===== config.mk =====
export PLATFORM = sky130hd
export DESIGN_NAME = fu_branch_resolver
export DESIGN_NICKNAME = d
export VERILOG_FILES = /design/src/rtl/fu_branch_resolver.sv
export SDC_FILE = /design/constraint.sdc
export NUM_CORES = 1
export LEC_CHECK = 0
export ABC_AREA = 1
export BUFFER_PORTS_ARGS = -buffer_cell sky130_fd_sc_hd__buf_2
export CORE_MARGIN = 2
export CORE_UTILIZATION = 25
export DETAILED_ROUTE_END_ITERATION = 12
export PLACE_DENSITY = 0.44
export SLEW_MARGIN = 40
export SYNTH_ARGS = -nofsm -noshare
export SYNTH_HDL_FRONTEND = slang
export SYNTH_SLANG_ARGS = --single-unit

===== constraint.sdc =====
create_clock -name CLK -period 15.9 [get_ports CLK]
set_input_delay 1.59 -clock CLK [delete_from_list [all_inputs] [get_ports CLK]]
set_output_delay 1.59 -clock CLK [all_outputs]
set_load 0.02 [all_outputs]

===== src/rtl/fu_branch_resolver.sv =====
// Branch resolution unit: queues fetch-time predictions, resolves branches in order at execute,
// and drives BTB updates plus a fetch redirect on mispredict.
module fu_branch_resolver #(
  parameter int WORD_W      = 32,
  parameter int QUEUE_DEPTH = 8,
  parameter int QPTR_W      = 3
) (
  input  logic              CLK,
  input  logic              nRST,
  input  logic              pred_push,
  input  logic [WORD_W-1:0] pred_pc,
  input  logic              pred_taken,
  input  logic [WORD_W-1:0] pred_target,
  output logic              pred_ready,
  input  logic              res_valid,
  output logic              res_ready,
  input  logic [WORD_W-1:0] res_rs1,
  input  logic [WORD_W-1:0] res_rs2,
  input  logic [2:0]        res_funct3,
  input  logic [WORD_W-1:0] res_imm,
  output logic              update_btb,
  output logic [WORD_W-1:0] update_pc,
  output logic              branch_outcome,
  output logic [WORD_W-1:0] branch_target,
  output logic              mispredict,
  output logic [WORD_W-1:0] correct_pc,
  output logic [QPTR_W:0]   inflight_cnt
);

  logic [WORD_W-1:0]      q_pc     [QUEUE_DEPTH];
  logic [WORD_W-1:0]      q_target [QUEUE_DEPTH];
  logic [QUEUE_DEPTH-1:0] q_taken;

  logic [QPTR_W-1:0] rd_ptr, wr_ptr;
  logic [QPTR_W:0]   cnt;

  logic              full, pop_ok, push_ok, push_wr;
  logic              actual, mis;
  logic              head_taken;
  logic [WORD_W-1:0] head_pc, head_target, target, fallthrough;

  assign full       = (cnt == (QPTR_W+1)'(QUEUE_DEPTH));
  assign pred_ready = ~full;
  assign res_ready  = (cnt != '0);
  assign inflight_cnt = cnt;

  assign pop_ok  = res_valid & res_ready;
  // A full queue still accepts a push when the head leaves in the same cycle.
  assign push_ok = pred_push & (~full | pop_ok);
  // Pushes in a mispredicting resolve cycle are wrong-path and never land.
  assign push_wr = push_ok & ~(pop_ok & mis);

  assign head_pc     = q_pc[rd_ptr];
  assign head_target = q_target[rd_ptr];
  assign head_taken  = q_taken[rd_ptr];
  assign target      = head_pc + res_imm;
  assign fallthrough = head_pc + WORD_W'(4);

  always_comb begin
    actual = 1'b0;
    case (res_funct3)
      3'b000:  actual = (res_rs1 == res_rs2);
      3'b001:  actual = (res_rs1 != res_rs2);
      3'b100:  actual = ($signed(res_rs1) <  $signed(res_rs2));
      3'b101:  actual = ($signed(res_rs1) >= $signed(res_rs2));
      3'b110:  actual = (res_rs1 <  res_rs2);
      3'b111:  actual = (res_rs1 >= res_rs2);
      default: actual = 1'b0;
    endcase
  end

  assign mis = (actual != head_taken) | (actual & head_taken & (head_target != target));

  always_ff @(posedge CLK) begin
    if (push_wr) begin
      q_pc[wr_ptr]     <= pred_pc;
      q_target[wr_ptr] <= pred_target;
      q_taken[wr_ptr]  <= pred_taken;
    end
  end

  always_ff @(posedge CLK or negedge nRST) begin
    if (!nRST) begin
      rd_ptr <= '0;
      wr_ptr <= '0;
      cnt    <= '0;
    end else if (pop_ok && mis) begin
      rd_ptr <= rd_ptr + 1'b1;
      wr_ptr <= rd_ptr + 1'b1;
      cnt    <= '0;
    end else begin
      if (push_ok) wr_ptr <= wr_ptr + 1'b1;
      if (pop_ok)  rd_ptr <= rd_ptr + 1'b1;
      if (push_ok && !pop_ok)      cnt <= cnt + 1'b1;
      else if (!push_ok && pop_ok) cnt <= cnt - 1'b1;
    end
  end

  always_ff @(posedge CLK or negedge nRST) begin
    if (!nRST) begin
      update_btb     <= 1'b0;
      mispredict     <= 1'b0;
      update_pc      <= '0;
      branch_outcome <= 1'b0;
      branch_target  <= '0;
      correct_pc     <= '0;
    end else begin
      update_btb <= pop_ok;
      mispredict <= pop_ok & mis;
      if (pop_ok) begin
        update_pc      <= head_pc;
        branch_outcome <= actual;
        branch_target  <= target;
        correct_pc     <= actual ? target : fallthrough;
      end
    end
  end

endmodule


==> insert_results.sql, run 1 <==
INSERT INTO impl_metrics (metric_group, metric, value, unit) VALUES
('cells_and_area', 'signed_area_change_from_the_synthesized_netlist_to_the_final_layout', '17.2', '%'),
('cells_and_area', 'final_layout_size_suffix_gt1_share', '13.6', '%'),
('timing', 'timing.clock.skew', '0.0343', 'ns'),
('drt', 'met1_length', '47400', 'um'),
('cells_and_area', 'antenna_cells_inserted', '0', ''),
('worst_setup_path', 'worstPathMaxFanout', '78', ''),
('floorplan', 'core.rowCount', '126', ''),
('clock_tree', 'post-cts-setup-buffer-count', '0', ''),
('timing', 'worst_slew_margin_rel', '41.0', '%'),
('drt', 'remaining_drc_errors', '0', ''),
('clock_tree', 'worstSkewPairLatency', '0.64', 'ns'),
('floorplan', 'dieArea', '122000', 'um2'),
('global_route', 'pin_count_of_the_biggest_net_entering_global_routing', '103', ''),
('worst_setup_path', 'critical_path.slowest_cell', 'sky130_fd_sc_hd__dfrtp_4', ''),
('worst_setup_path', 'crit_required', '16.14', 'ns'),
('cells_and_area', 'n_fill_cell', '12400', ''),
('global_route', 'first_global_vias', '21900', ''),
('worst_setup_path', 'cp-end-kind', 'flip-flop', ''),
('timing', 'achievable-frequency', '0.118', 'GHz'),
('yosys', 'synthTopCellsByArea', 'sky130_fd_sc_hd__edfxtp_1 52%, sky130_fd_sc_hd__nand2_1 11%, sky130_fd_sc_hd__dfrtp_1 9.2%, sky130_fd_sc_hd__nor2_1 3.6%, sky130_fd_sc_hd__nand3_1 3.5%', ''),
('clock_tree', 'cts-resized-gates', '0', ''),
('worst_setup_path', 'cp_data_arrival_time', '8.71', 'ns'),
('yosys', 'synth-compound-area-share', '8.31', '%'),
('run_status', 'run_status', 'complete, no violations', ''),
('cells_and_area', 'fin_nets', '3531', ''),
('power', 'p_per_area', '227', 'nW/um2'),
('yosys', 'syn-instance-count', '3030', ''),
('worst_setup_path', 'cpLargestDelayFamily', 'buffers and inverters', ''),
('clock_tree', 'cts_tree', 'built', ''),
('clock_tree', 'ctsRootBufferMaster', 'sky130_fd_sc_hd__clkbuf_16', ''),
('yosys', 'yosysUniqueCellTypes', '48', ''),
('clock_tree', 'clock_tree.buffer_depth', '3', ''),
('timing', 'report.final.slew_viol_count', '0', ''),
('floorplan', 'core', '118000', 'um2'),
('timing', 'setup-tns-final', '0', 'ns'),
('timing', 'final-hold-violation-count', '0', ''),
('worst_setup_path', 'cp_num_buf_inv', '6', ''),
('flow_run', 'cap_viol_max_count', '0', ''),
('hold_path', 'min-delay-start', 'update_pc[0]', ''),
('global_route', 'antenna_found_initial', '21', ''),
('clock_tree', 'cts_made_buffers', '71', ''),
('clock_tree', 'clkTransAtPathRegs', '0.06', 'ns'),
('yosys', 'postSynthRegisterBits', '629', ''),
('worst_setup_path', 'critical_path.reg2reg.startpoint', 'rd_ptr[0]', ''),
('timing', 'min_period_over_period', '53.3', '%'),
('placed_design', 'port-buffer-count', '272', ''),
('global_route', 'grt_usage', '16.5', '%'),
('worst_setup_path', 'worst-r2r-setup-slack', '7.42', 'ns'),
('global_route', 'grt_pass1_wl', '148000', 'um'),
('drt', 'drt_pre_antenna_iters', '6', ''),
('placed_design', 'dp.final_hpwl', '70800', 'um'),
('yosys', 'avgSynthCellArea', '9.83', 'um2'),
('drt', 'dr_total_vias', '22300', ''),
('drt', 'routed_wirelength', '102000', 'um'),
('hold_path', 'hold_path_end', 'update_pc[0]', ''),
('yosys', 'synth.net_count', '3269', ''),
('yosys', 'yosys.area.top_type', 'sky130_fd_sc_hd__edfxtp_1', ''),
('worst_setup_path', 'cp_common_cell', 'sky130_fd_sc_hd__nand2_1', ''),
('drt', 'met2RoutedLength', '45500', 'um'),
('worst_setup_path', 'rr_worst_depth', '29', ''),
('yosys', 'synth_simple_gate_area_share', '20.0', '%'),
('floorplan', 'io_pins', '273', ''),
('floorplan', 'initial_core_utilization', '25.2', '%'),
('yosys', 'post_synthesis_xor_xnor_area_fraction', '1.03', '%'),
('yosys', 'synth_seq_area_share', '61.6', '%'),
('global_route', 'globalRoute.totalOverflow', '0', ''),
('timing', 'setup-violations-final', '0', ''),
('floorplan', 'chipWidth', '349', 'um'),
('timing', 'worst_pin_slew', '0.878', 'ns'),
('clock_tree', 'level_count_of_the_clock_h_tree', '3', ''),
('drt', 'drt-initial-drc-count', '1725', '');
## registers in the layout (all words and copies together), names as in the netlist
signal and count:
q_pc 256, q_target 256, branch_target 32, correct_pc 32, update_pc 32, q_taken 8, inflight_cnt 4, rd_ptr 3
wr_ptr 3, branch_outcome 1, mispredict 1, update_btb 1
## how the worst max path moves through the flow
stage              start         endpoint  slack [ns]  cells after the start
2_1_floorplan  rd_ptr[0]       q_pc[5][0]        7.03                     34
3_3_place_gp   rd_ptr[0]   q_target[6][8]        7.15                     29
3_5_place_dp   rd_ptr[0]   q_target[0][0]        7.11                     29
4_1_cts        rd_ptr[0]   q_target[0][8]        7.10                     29
5_1_grt        rd_ptr[0]  q_target[0][15]        6.67                     30
6_report       rd_ptr[0]   q_target[0][3]        7.42                     29
## per-layer routing
metal,vias up,track usage (%)
li1,10800,-
met1,10700,22.6
met2,611,26.2
met3,156,3.44
met4,26,4.64
met5,-,0
## where the power goes
part / switching [W] / internal (W) / total (W)
sequential: 0.000177 / 0.00213 / 0.00231
combinational: 0.00293 / 0.00110 / 0.00402
clock: 0.000669 / 0.000930 / 0.00160
total: 0.00377 / 0.00415 / 0.00793
## cell usage in the layout (no fill, tap or decap), types with 57 or more instances in the layout
master and n:
sky130_fd_sc_hd__a21oi_1 74, sky130_fd_sc_hd__buf_2 271, sky130_fd_sc_hd__clkbuf_16 73, sky130_fd_sc_hd__dfrtp_1 106, sky130_fd_sc_hd__edfxtp_1 520, sky130_fd_sc_hd__ha_1 69
sky130_fd_sc_hd__inv_1 259, sky130_fd_sc_hd__nand2_1 896, sky130_fd_sc_hd__nand3_1 209, sky130_fd_sc_hd__nor2_1 282, sky130_fd_sc_hd__o21ai_0 184, sky130_fd_sc_hd__o21ai_1 57
## kinds of logic (layout without fill, tap and decap cells)
family / Yosys count / after routing
flip-flops: 629 / 629
adder cells (fa/ha/maj): 71 / 71
XOR/XNOR: 35 / 35
AND/OR/NAND/NOR: 1462 / 1462
buffers and inverters: 398 / 716
AO/OA/AOI/OAI: 435 / 435
## worst reg2reg max path: cells and delay by family, from the launching register on
kind,cells,cell delay (ns)
flops,1,0.84
simple gates,19,2.74
fa+ha+maj,1,0.39
compound gates,3,0.71
buf+inv,6,3.36
## metrics by stage
step	worst slack [ns]	std cells	power [W]	utilization (%)	area, um2
2_1_floorplan	7.03	3030	0.00491	-	29800
3_3_place_gp	7.15	4754	0.00637	27.7	32700
3_5_place_dp	7.11	4755	0.00638	27.7	32700
4_1_cts	7.10	4884	0.00800	29.6	34900
5_1_grt	6.67	4884	0.00852	29.6	34900
6_report	7.42	4884	0.00793	29.6	34900
## area by class of cell
cell class | instances | area [um2] | share of cell area, %
Inverter | 270 | 1020 | 2.92
Tap cell | 1536 | 1920 | 5.50
Multi-Input combinational cell | 2003 | 9690 | 27.7
Sequential cell | 629 | 18400 | 52.5
Timing Repair Buffer | 317 | 1730 | 4.96
Clock inverter | 34 | 297 | 0.849
Clock buffer | 95 | 1920 | 5.49
## synthesized netlist by cell type, drive strengths merged
cell      n
nor3     20
o21a      1
a211oi    1
nand3   209
o21bai    3
inv     269
a32oi     2
nand2   899
a21o      1
a22oi     2
a22o     11
buf      96
edfxtp  520
clkbuf   32
ha       69
a31oi    14
dfrtp   109
o211ai   12
nor2    294
a32o      7
o22ai    45
and2      1
nor3b     1
and3      1
a21boi    1
fa        2
nand4    15
a21oi    74
o221ai    9
o21ai   252
nand3b   19
xnor2     3
clkinv    1
nor4      3
xor2     32
Note: power is estimated with default switching activity, not from simulation.
==> run 2: changes to the inputs <==
--- a/config.mk
+++ b/config.mk
@@ -5,12 +5,12 @@
 export SDC_FILE = /design/constraint.sdc
 export NUM_CORES = 1
 export LEC_CHECK = 0
-export ABC_AREA = 1
+export ABC_AREA = 0
 export BUFFER_PORTS_ARGS = -buffer_cell sky130_fd_sc_hd__buf_2
 export CORE_MARGIN = 2
 export CORE_UTILIZATION = 25
 export DETAILED_ROUTE_END_ITERATION = 12
-export PLACE_DENSITY = 0.44
+export PLACE_DENSITY = 0.46
 export SLEW_MARGIN = 40
 export SYNTH_ARGS = -nofsm -noshare
 export SYNTH_HDL_FRONTEND = slang
==> constraint.sdc (replaced) <==
create_clock -name CLK -period 7.15 [get_ports CLK]
set_input_delay 0.715 -clock CLK [delete_from_list [all_inputs] [get_ports CLK]]
set_output_delay 0.715 -clock CLK [all_outputs]
set_load 0.02 [all_outputs]
==> run 2 against run 1 <==
Effect of this change:
- clock skew grew 0.0056 ns
- design area shrank 2.3%
- first-iteration DRC count shrank 17%
- sequential power grew 120%
- combinational power grew 110%
- count of clock-buffer cells in the layout shrank 1
- cell count shrank 24%
- worst setup slack lost 7.0 ns
- sequential share of layout area grew 1.2 points
- power grew 120%
- register-to-register slack lost 7.0 ns
- critical path type unchanged
==> insert_results.sql, run 2 <==
INSERT INTO impl_metrics (metric_group, metric, value, unit) VALUES
('placed_design', 'dp.cells', '3555', ''),
('cells_and_area', 'signed_area_change_from_the_synthesized_netlist_to_the_final_layout', '21.9', '%'),
('drt', 'routedWlPerCell', '25.3', 'um'),
('yosys', 'synth_seq_area_share', '65.5', '%'),
('yosys', 'postSynthRegisterBits', '629', ''),
('floorplan', 'core', '111000', 'um2'),
('cells_and_area', 'instances_no_fill', '3691', ''),
('yosys', 'proportion_of_netlist_area_held_by_the_largest_area_contributor', '55.8', '%'),
('yosys', 'avgSynthCellArea', '15.6', 'um2'),
('clock_tree', 'cts_tree', 'built', ''),
('worst_setup_path', 'crit_required', '7.39', 'ns'),
('yosys', 'synth_flop_type', 'sky130_fd_sc_hd__edfxtp_1', ''),
('timing', 'report.final.slew_viol_count', '0', ''),
('worst_setup_path', 'cp-end-kind', 'flip-flop', ''),
('clock_tree', 'tritoncts_num_sinks', '629', ''),
('timing', 'layout_min_cycle_time', '6.72', 'ns'),
('hold_path', 'worstHoldPathType', 'in2reg', ''),
('placed_design', 'gp_congestion', '0.930', ''),
('clock_tree', 'clkTransAtPathRegs', '0.06', 'ns'),
('yosys', 'most_used_standard_cells_in_the_synthesized_netlist', '520 x sky130_fd_sc_hd__edfxtp_1, 207 x sky130_fd_sc_hd__nand2_1, 130 x sky130_fd_sc_hd__mux4_2, 109 x sky130_fd_sc_hd__dfrtp_1, 86 x sky130_fd_sc_hd__mux2i_1', ''),
('worst_setup_path', 'critPathLaunchType', 'flip-flop', ''),
('cells_and_area', 'top_registers', 'q_pc (256), q_target (256)', ''),
('flow_run', 'cap_viol_max_count', '0', ''),
('yosys', 'synthTopCellsByArea', 'sky130_fd_sc_hd__edfxtp_1 56%, sky130_fd_sc_hd__mux4_2 10%, sky130_fd_sc_hd__dfrtp_1 9.7%, sky130_fd_sc_hd__ha_1 3.1%, sky130_fd_sc_hd__mux2i_1 3.1%', ''),
('timing', 'final-hold-violation-count', '0', ''),
('timing', 'min_period_over_period', '94.0', '%'),
('timing', 'hold_slack', '0.343', 'ns'),
('yosys', 'synthesis.yosys.warnings', '0', ''),
('cells_and_area', 'mostFrequentLayoutCells', '520 x sky130_fd_sc_hd__edfxtp_1, 271 x sky130_fd_sc_hd__buf_2, 206 x sky130_fd_sc_hd__nand2_1', ''),
('drt', 'route.detailed.vias_per_inst', '4.63', ''),
('global_route', 'pin_count_of_the_biggest_net_entering_global_routing', '96', ''),
('cells_and_area', 'final_layout_size_suffix_gt1_share', '29.4', '%'),
('placed_design', 'dp.final_hpwl', '68600', 'um'),
('timing', 'worst_pin_slew', '0.833', 'ns'),
('timing', 'timing.clock.skew', '0.0399', 'ns'),
('yosys', 'yosys.area.top_type', 'sky130_fd_sc_hd__edfxtp_1', ''),
('floorplan', 'die_y', '339', 'um'),
('global_route', 'grt_pass1_wl', '132000', 'um'),
('worst_setup_path', 'cp_data_arrival_time', '6.96', 'ns'),
('floorplan', 'io_pins', '273', ''),
('drt', 'remaining_drc_errors', '0', ''),
('clock_tree', 'clock_tree.buffer_depth', '3', ''),
('floorplan', 'chipWidth', '339', 'um'),
('clock_tree', 'worstSkewPairLatency', '0.64', 'ns'),
('cells_and_area', 'fin_nets', '2381', ''),
('drt', 'routed_wirelength', '93200', 'um'),
('cells_and_area', 'most_common_cell_after_layout_fill_and_taps_aside', 'sky130_fd_sc_hd__edfxtp_1', ''),
('run_status', 'run_status', 'complete, no violations', ''),
('clock_tree', 'level_count_of_the_clock_h_tree', '3', ''),
('global_route', 'antenna_found_initial', '30', ''),
('global_route', 'grt_usage', '16.0', '%'),
('yosys', 'synth.most_common_cell', 'sky130_fd_sc_hd__edfxtp_1', ''),
('floorplan', 'dieArea', '115000', 'um2'),
('yosys', 'syn-instance-count', '1796', ''),
('drt', 'drt_pre_antenna_iters', '7', ''),
('yosys', 'synth_edf_count', '520', ''),
('clock_tree', 'cts_made_buffers', '71', ''),
('global_route', 'first_global_vias', '17300', ''),
('placed_design', 'port-buffer-count', '272', ''),
('yosys', 'ys_async_sr_fraction', '17.3', '%'),
('power', 'vdd_ir_drop_max', '0.217', 'mV'),
('yosys', 'synth.cell_area', '28000', 'um2'),
('global_route', 'globalRoute.totalOverflow', '0', ''),
('clock_tree', 'ctsRootBufferMaster', 'sky130_fd_sc_hd__clkbuf_16', ''),
('yosys', 'synth.net_count', '2035', ''),
('clock_tree', 'post-cts-setup-buffer-count', '0', ''),
('timing', 'worst_slew_margin_rel', '42.9', '%'),
('power', 'p_per_area', '505', 'nW/um2'),
('drt', 'dr_total_vias', '17100', ''),
('power', 'static_leakage_power', '12.5', 'nW'),
('drt', 'drt-initial-drc-count', '1437', ''),
('worst_setup_path', 'path_class', 'reg2reg', ''),
('worst_setup_path', 'worstPathMaxFanout', '29', ''),
('timing', 'achievable-frequency', '0.149', 'GHz'),
('timing', 'setup-violations-final', '0', ''),
('floorplan', 'core.rowCount', '122', ''),
('yosys', 'yosysUniqueCellTypes', '71', ''),
('timing', 'grt_setup_unrepaired', 'false', ''),
('drt', 'antenna_violating_nets_post_route', '0', ''),
('floorplan', 'initial_core_utilization', '25.3', '%');
run 2: cell types whose count changed after synthesis, sizes merged, moves of 56 or more:
cell   change
inv      -201
nor2     -229
nand3    -188
mux2i     +89
nand2    -692
buf       -56
o21ai    -160
xnor2     +61
mux4     +130
run 2: worst paths after layout:
kind                           startpoint                end  slack (ns)  depth (start not counted)
setup / recovery                rd_ptr[0]    q_target[1][10]        0.43                         18
hold / removal             pred_target[8]     q_target[3][8]        0.34                          1
setup reg to reg                rd_ptr[0]    q_target[1][10]        0.43                         18
hold reg to reg            branch_outcome     branch_outcome        0.47                          2
max in group asynchronous            nRST  branch_target[28]        5.67                          3
min in group asynchronous            nRST     correct_pc[14]        0.54                          2
run 2: stage by stage:
stage	utilization [%]	setup TNS [ns]	total power, W	setup slack [ns]	instance area (um2)
global route	30.8	0	0.0182	0.0222	34100
global placement	28.7	0	0.0138	0.385	31800
CTS	30.8	0	0.0175	0.371	34100
floorplan	-	-79.62	0.0105	-0.250	28400
detailed placement	28.7	0	0.0138	0.415	31800
finish	30.8	0	0.0172	0.432	34100
run 2: cell type report:
cell class	count	area, um2
Fill cell	11100	76700
Sequential cell	629	18400
Multi-Input combinational cell	1019	9220
Timing Repair Buffer	352	2170
Clock buffer	94	1920
Tap cell	1488	1860
Clock inverter	37	345
Inverter	69	259
Antenna cell	3	7.51
run 2: worst max-delay path, stage by stage (launching register included):
cell                      delay (ns)
sky130_fd_sc_hd__dfrtp_4        0.60
sky130_fd_sc_hd__buf_4          0.26
sky130_fd_sc_hd__buf_4          0.34
sky130_fd_sc_hd__mux4_2         0.57
sky130_fd_sc_hd__mux2i_1        0.68
sky130_fd_sc_hd__inv_1          0.14
sky130_fd_sc_hd__ha_1           0.27
sky130_fd_sc_hd__a21oi_1        0.34
sky130_fd_sc_hd__o21ai_0        0.33
sky130_fd_sc_hd__a21o_1         0.26
sky130_fd_sc_hd__mux2i_1        0.18
sky130_fd_sc_hd__nand2_1        0.08
sky130_fd_sc_hd__nor4_1         0.30
sky130_fd_sc_hd__nand4_1        0.14
sky130_fd_sc_hd__or4_4          0.51
sky130_fd_sc_hd__nor4_4         0.20
sky130_fd_sc_hd__a21oi_4        0.22
sky130_fd_sc_hd__nor4_4         0.36
sky130_fd_sc_hd__buf_4          0.51
run 2: power breakdown:
| part | switching, W | total, W | internal [W] |
|---|---|---|---|
| clock | 0.00151 | 0.00355 | 0.00203 |
| combinational | 0.00545 | 0.00859 | 0.00314 |
| sequential | 0.000378 | 0.00511 | 0.00473 |
run 2: cells by family after synthesis:
kind of cell	Yosys count	synth area share, %
buf+inv	148	2.44
flops	629	65.5
compound gates	230	5.02
simple gates	391	6.43
fa+ha+maj	71	3.23
xor+xnor	96	3.18
mux	231	14.2
run 2: metal layers:
| metal | share of wire [%] | GRT usage, % |
|---|---|---|
| met3 | 7.1 | 3.74 |
| met4 | 2.5 | 4.29 |
| met1 | 46 | 22.6 |
| met5 | 0.089 | 0 |
| met2 | 44 | 24.7 |
run 2: repair_timing:
item,in CTS,in global routing
hold endpoints to repair,0,17
setup endpoints to repair,0,0
gates resized for setup,0,0
hold buffers,0,1
==> run 3: changes to the inputs <==
--- a/config.mk
+++ b/config.mk
@@ -10,7 +10,7 @@
 export CORE_MARGIN = 2
 export CORE_UTILIZATION = 25
 export DETAILED_ROUTE_END_ITERATION = 12
-export PLACE_DENSITY = 0.46
+export PLACE_DENSITY = 0.44
 export SLEW_MARGIN = 40
 export SYNTH_ARGS = -nofsm -noshare
 export SYNTH_HDL_FRONTEND = slang
==> constraint.sdc (replaced) <==
create_clock -name CLK -period 7.93 [get_ports CLK]
set_input_delay 0.793 -clock CLK [delete_from_list [all_inputs] [get_ports CLK]]
set_output_delay 0.793 -clock CLK [all_outputs]
set_load 0.02 [all_outputs]
==> run 3 against run 2 <==
Effect of this change:
- worst setup slack improved by 0.51 ns
- clock power decreased by 6.8%
- flip-flop and latch count stayed put
- global-route usage decreased by 0.97 points
- cell count down 0.92%
- worst hold slack got worse by 0.13 ns
- first-iteration DRC count shrank 12%
- sequential power fell by 8.4%
==> insert_results.sql, run 3 (same netlist as run 2, synthesis figures left out) <==
INSERT INTO impl_metrics (metric_group, metric, value, unit) VALUES
('run_status', 'run_status', 'complete, no violations', ''),
('timing', 'achievable-frequency', '0.143', 'GHz'),
('worst_setup_path', 'cp_num_buf_inv', '4', ''),
('power', 'sequential_power_share', '30.9', '%'),
('worst_setup_path', 'crit_path_start', 'rd_ptr[0]', ''),
('placed_design', 'gp_congestion', '0.908', ''),
('placed_design', 'dp.final_hpwl', '61600', 'um'),
('global_route', 'grt_usage', '15.1', '%'),
('drt', 'drt_pre_antenna_iters', '5', ''),
('power', 'internal-power', '0.00885', 'W'),
('clock_tree', 'clkTransAtPathRegs', '0.06', 'ns'),
('floorplan', 'io_pins', '273', ''),
('placed_design', 'dp.cells', '3518', ''),
('worst_setup_path', 'path_class', 'reg2reg', ''),
('cells_and_area', 'most_common_cell_after_layout_fill_and_taps_aside', 'sky130_fd_sc_hd__edfxtp_1', ''),
('clock_tree', 'cts-resized-gates', '0', ''),
('drt', 'routedWlPerCell', '23.9', 'um'),
('worst_setup_path', 'largest_stage_delay_worst_path', '0.81', 'ns'),
('floorplan', 'core', '111000', 'um2'),
('timing', 'setup-violations-final', '0', ''),
('timing', 'report.final.slew_viol_count', '0', ''),
('global_route', 'grt_pass1_wl', '126000', 'um'),
('worst_setup_path', 'rr_endpoint', 'q_target[6][16]', ''),
('worst_setup_path', 'crit_end', 'q_target[6][16]', ''),
('worst_setup_path', 'worst-r2r-setup-slack', '0.94', 'ns'),
('floorplan', 'dieArea', '115000', 'um2'),
('global_route', 'antenna_found_initial', '25', ''),
('clock_tree', 'clock_tree.buffer_depth', '3', ''),
('drt', 'dr_total_vias', '16800', ''),
('clock_tree', 'tritoncts_num_sinks', '629', ''),
('timing', 'timing.clock.skew', '0.0254', 'ns'),
('worst_setup_path', 'critical_path.slowest_cell', 'sky130_fd_sc_hd__dfrtp_4', ''),
('timing', 'setup-tns-final', '0', 'ns'),
('global_route', 'globalRoute.totalOverflow', '0', ''),
('worst_setup_path', 'critical_path.reg2reg.startpoint', 'rd_ptr[0]', ''),
('timing', 'setup_slack', '0.942', 'ns'),
('worst_setup_path', 'critical_path_depth', '18', ''),
('global_route', 'pin_count_of_the_biggest_net_entering_global_routing', '77', ''),
('clock_tree', 'cts_made_buffers', '73', ''),
('global_route', 'first_global_vias', '17500', ''),
('hold_path', 'worstHoldPathType', 'in2async', ''),
('placed_design', 'port-buffer-count', '272', ''),
('floorplan', 'initial_core_utilization', '25.3', '%'),
('timing', 'min_period_over_period', '88.1', '%'),
('clock_tree', 'post-cts-setup-buffer-count', '0', ''),
('floorplan', 'die_y', '339', 'um'),
('worst_setup_path', 'critPathLaunchType', 'flip-flop', ''),
('timing', 'worst_slew_margin_rel', '41.5', '%'),
('power', 'vdd_ir_drop_max', '0.150', 'mV'),
('timing', 'final-hold-violation-count', '0', ''),
('power', 'p_switching', '0.00631', 'W'),
('power', 'pwr-share-comb', '47.3', '%'),
('worst_setup_path', 'cp_data_arrival_time', '7.24', 'ns'),
('cells_and_area', 'instances_no_fill', '3657', ''),
('clock_tree', 'ctsRootBufferMaster', 'sky130_fd_sc_hd__clkbuf_16', ''),
('timing', 'grt_setup_unrepaired', 'false', ''),
('floorplan', 'core.rowCount', '122', ''),
('drt', 'drt-initial-drc-count', '1271', ''),
('worst_setup_path', 'crit_required', '8.19', 'ns'),
('power', 'static_leakage_power', '12.4', 'nW'),
('timing', 'hold_slack', '0.208', 'ns'),
('floorplan', 'chipWidth', '339', 'um'),
('timing', 'layout_min_cycle_time', '6.99', 'ns'),
('drt', 'antenna_violating_nets_post_route', '0', ''),
('clock_tree', 'worstSkewPairLatency', '0.63', 'ns'),
('power', 'clock_power_share', '21.9', '%'),
('power', 'power_switching_share', '41.6', '%'),
('drt', 'route.detailed.vias_per_inst', '4.58', ''),
('drt', 'routed_wirelength', '87200', 'um'),
('timing', 'worst_pin_slew', '0.876', 'ns'),
('clock_tree', 'level_count_of_the_clock_h_tree', '3', ''),
('placed_design', 'post_placement_worst_setup_slack', '0.875', 'ns'),
('drt', 'remaining_drc_errors', '0', ''),
('flow_run', 'cap_viol_max_count', '0', ''),
('power', 'p_per_area', '448', 'nW/um2'),
('worst_setup_path', 'crit_path_cells', 'buf_12 > mux4_2 > mux2i_1 > inv_1 > ha_1 > nor2b_1 > o211ai_1 > a211oi_1 > nor3_1 > o21ai_0 > xor2_1 > xnor2_1 > or4_4 > nor4_4 > a21oi_4 > buf_8 > nor4_4 > buf_12', ''),
('cells_and_area', 'final_layout_size_suffix_gt1_share', '27.4', '%'),
('worst_setup_path', 'rr_worst_depth', '18', ''),
('cells_and_area', 'mostFrequentLayoutCells', '520 x sky130_fd_sc_hd__edfxtp_1, 271 x sky130_fd_sc_hd__buf_2, 206 x sky130_fd_sc_hd__nand2_1', ''),
('cells_and_area', 'top_registers', 'q_pc (256), q_target (256)', ''),
('clock_tree', 'cts_tree', 'built', ''),
('worst_setup_path', 'worstPathMaxFanout', '65', ''),
('power', 'post-layout-total-power', '0.0152', 'W'),
('cells_and_area', 'fin_nets', '2344', ''),
('worst_setup_path', 'cp-end-kind', 'flip-flop', ''),
('cells_and_area', 'signed_area_change_from_the_synthesized_netlist_to_the_final_layout', '20.9', '%'),
('worst_setup_path', 'cpLargestDelayFamily', 'simple AND/OR/NAND/NOR gates', ''),
('clock_tree', 'hold_buffer_count_at_cts', '0', '');
## run 3: area by class of cell
type / count / area [um2]
timing repair buffer: 313 / 1870
clock buffer: 95 / 1980
tap: 1488 / 1860
multi-input combinational: 1019 / 9130
inverter: 69 / 259
sequential: 629 / 18400
antenna: 5 / 12.5
fill: 11200 / 77000
clock inverter: 39 / 392
## run 3: worst reg2reg max path, cell delays in order (launching register included)
cell and delay (ns):
sky130_fd_sc_hd__dfrtp_4 0.81, sky130_fd_sc_hd__buf_12 0.32, sky130_fd_sc_hd__mux4_2 0.58, sky130_fd_sc_hd__mux2i_1 0.36, sky130_fd_sc_hd__inv_1 0.14, sky130_fd_sc_hd__ha_1 0.38
sky130_fd_sc_hd__nor2b_1 0.26, sky130_fd_sc_hd__o211ai_1 0.17, sky130_fd_sc_hd__a211oi_1 0.40, sky130_fd_sc_hd__nor3_1 0.14, sky130_fd_sc_hd__o21ai_0 0.28, sky130_fd_sc_hd__xor2_1 0.61
sky130_fd_sc_hd__xnor2_1 0.18, sky130_fd_sc_hd__or4_4 0.52, sky130_fd_sc_hd__nor4_4 0.28, sky130_fd_sc_hd__a21oi_4 0.18, sky130_fd_sc_hd__buf_8 0.20, sky130_fd_sc_hd__nor4_4 0.28
sky130_fd_sc_hd__buf_12 0.43
## run 3: through the flow
step | cell area (um2) | utilization (%)
after floorplan | 28100 | -
after global placement | 31400 | 28.4
after detailed placement | 31500 | 28.4
after CTS | 33800 | 30.5
after global routing | 33800 | 30.5
final | 33900 | 30.6
## run 3: layer usage
metal  track usage, %  vias to the layer above  share of wire [%]
met5                0                        -               0.11
met4             4.69                       16                2.9
met3             3.45                      139                5.8
met2             24.4                      508                 47
met1             20.0                     8572                 44
li1                 -                     7528                  -
## run 3: how the worst min path moves through the flow
stage	startpoint	endpoint	slack (ns)
CTS	nRST	update_pc[18]	0.22
global placement	branch_target[8]	branch_target[8]	0.46
detailed placement	update_pc[30]	update_pc[30]	0.46
floorplan	nRST	branch_outcome	0.50
global route	nRST	update_pc[18]	0.25
finish	nRST	update_pc[18]	0.21
## run 3: power groups by stage
stage          logic [W]  clock network (W)  registers [W]
2_1_floorplan    0.00442                  0        0.00485
3_5_place_dp     0.00725                  0        0.00477
5_1_grt          0.00775            0.00353        0.00476
4_1_cts          0.00727            0.00341        0.00471
3_3_place_gp     0.00724                  0        0.00474
6_report         0.00717            0.00331        0.00468
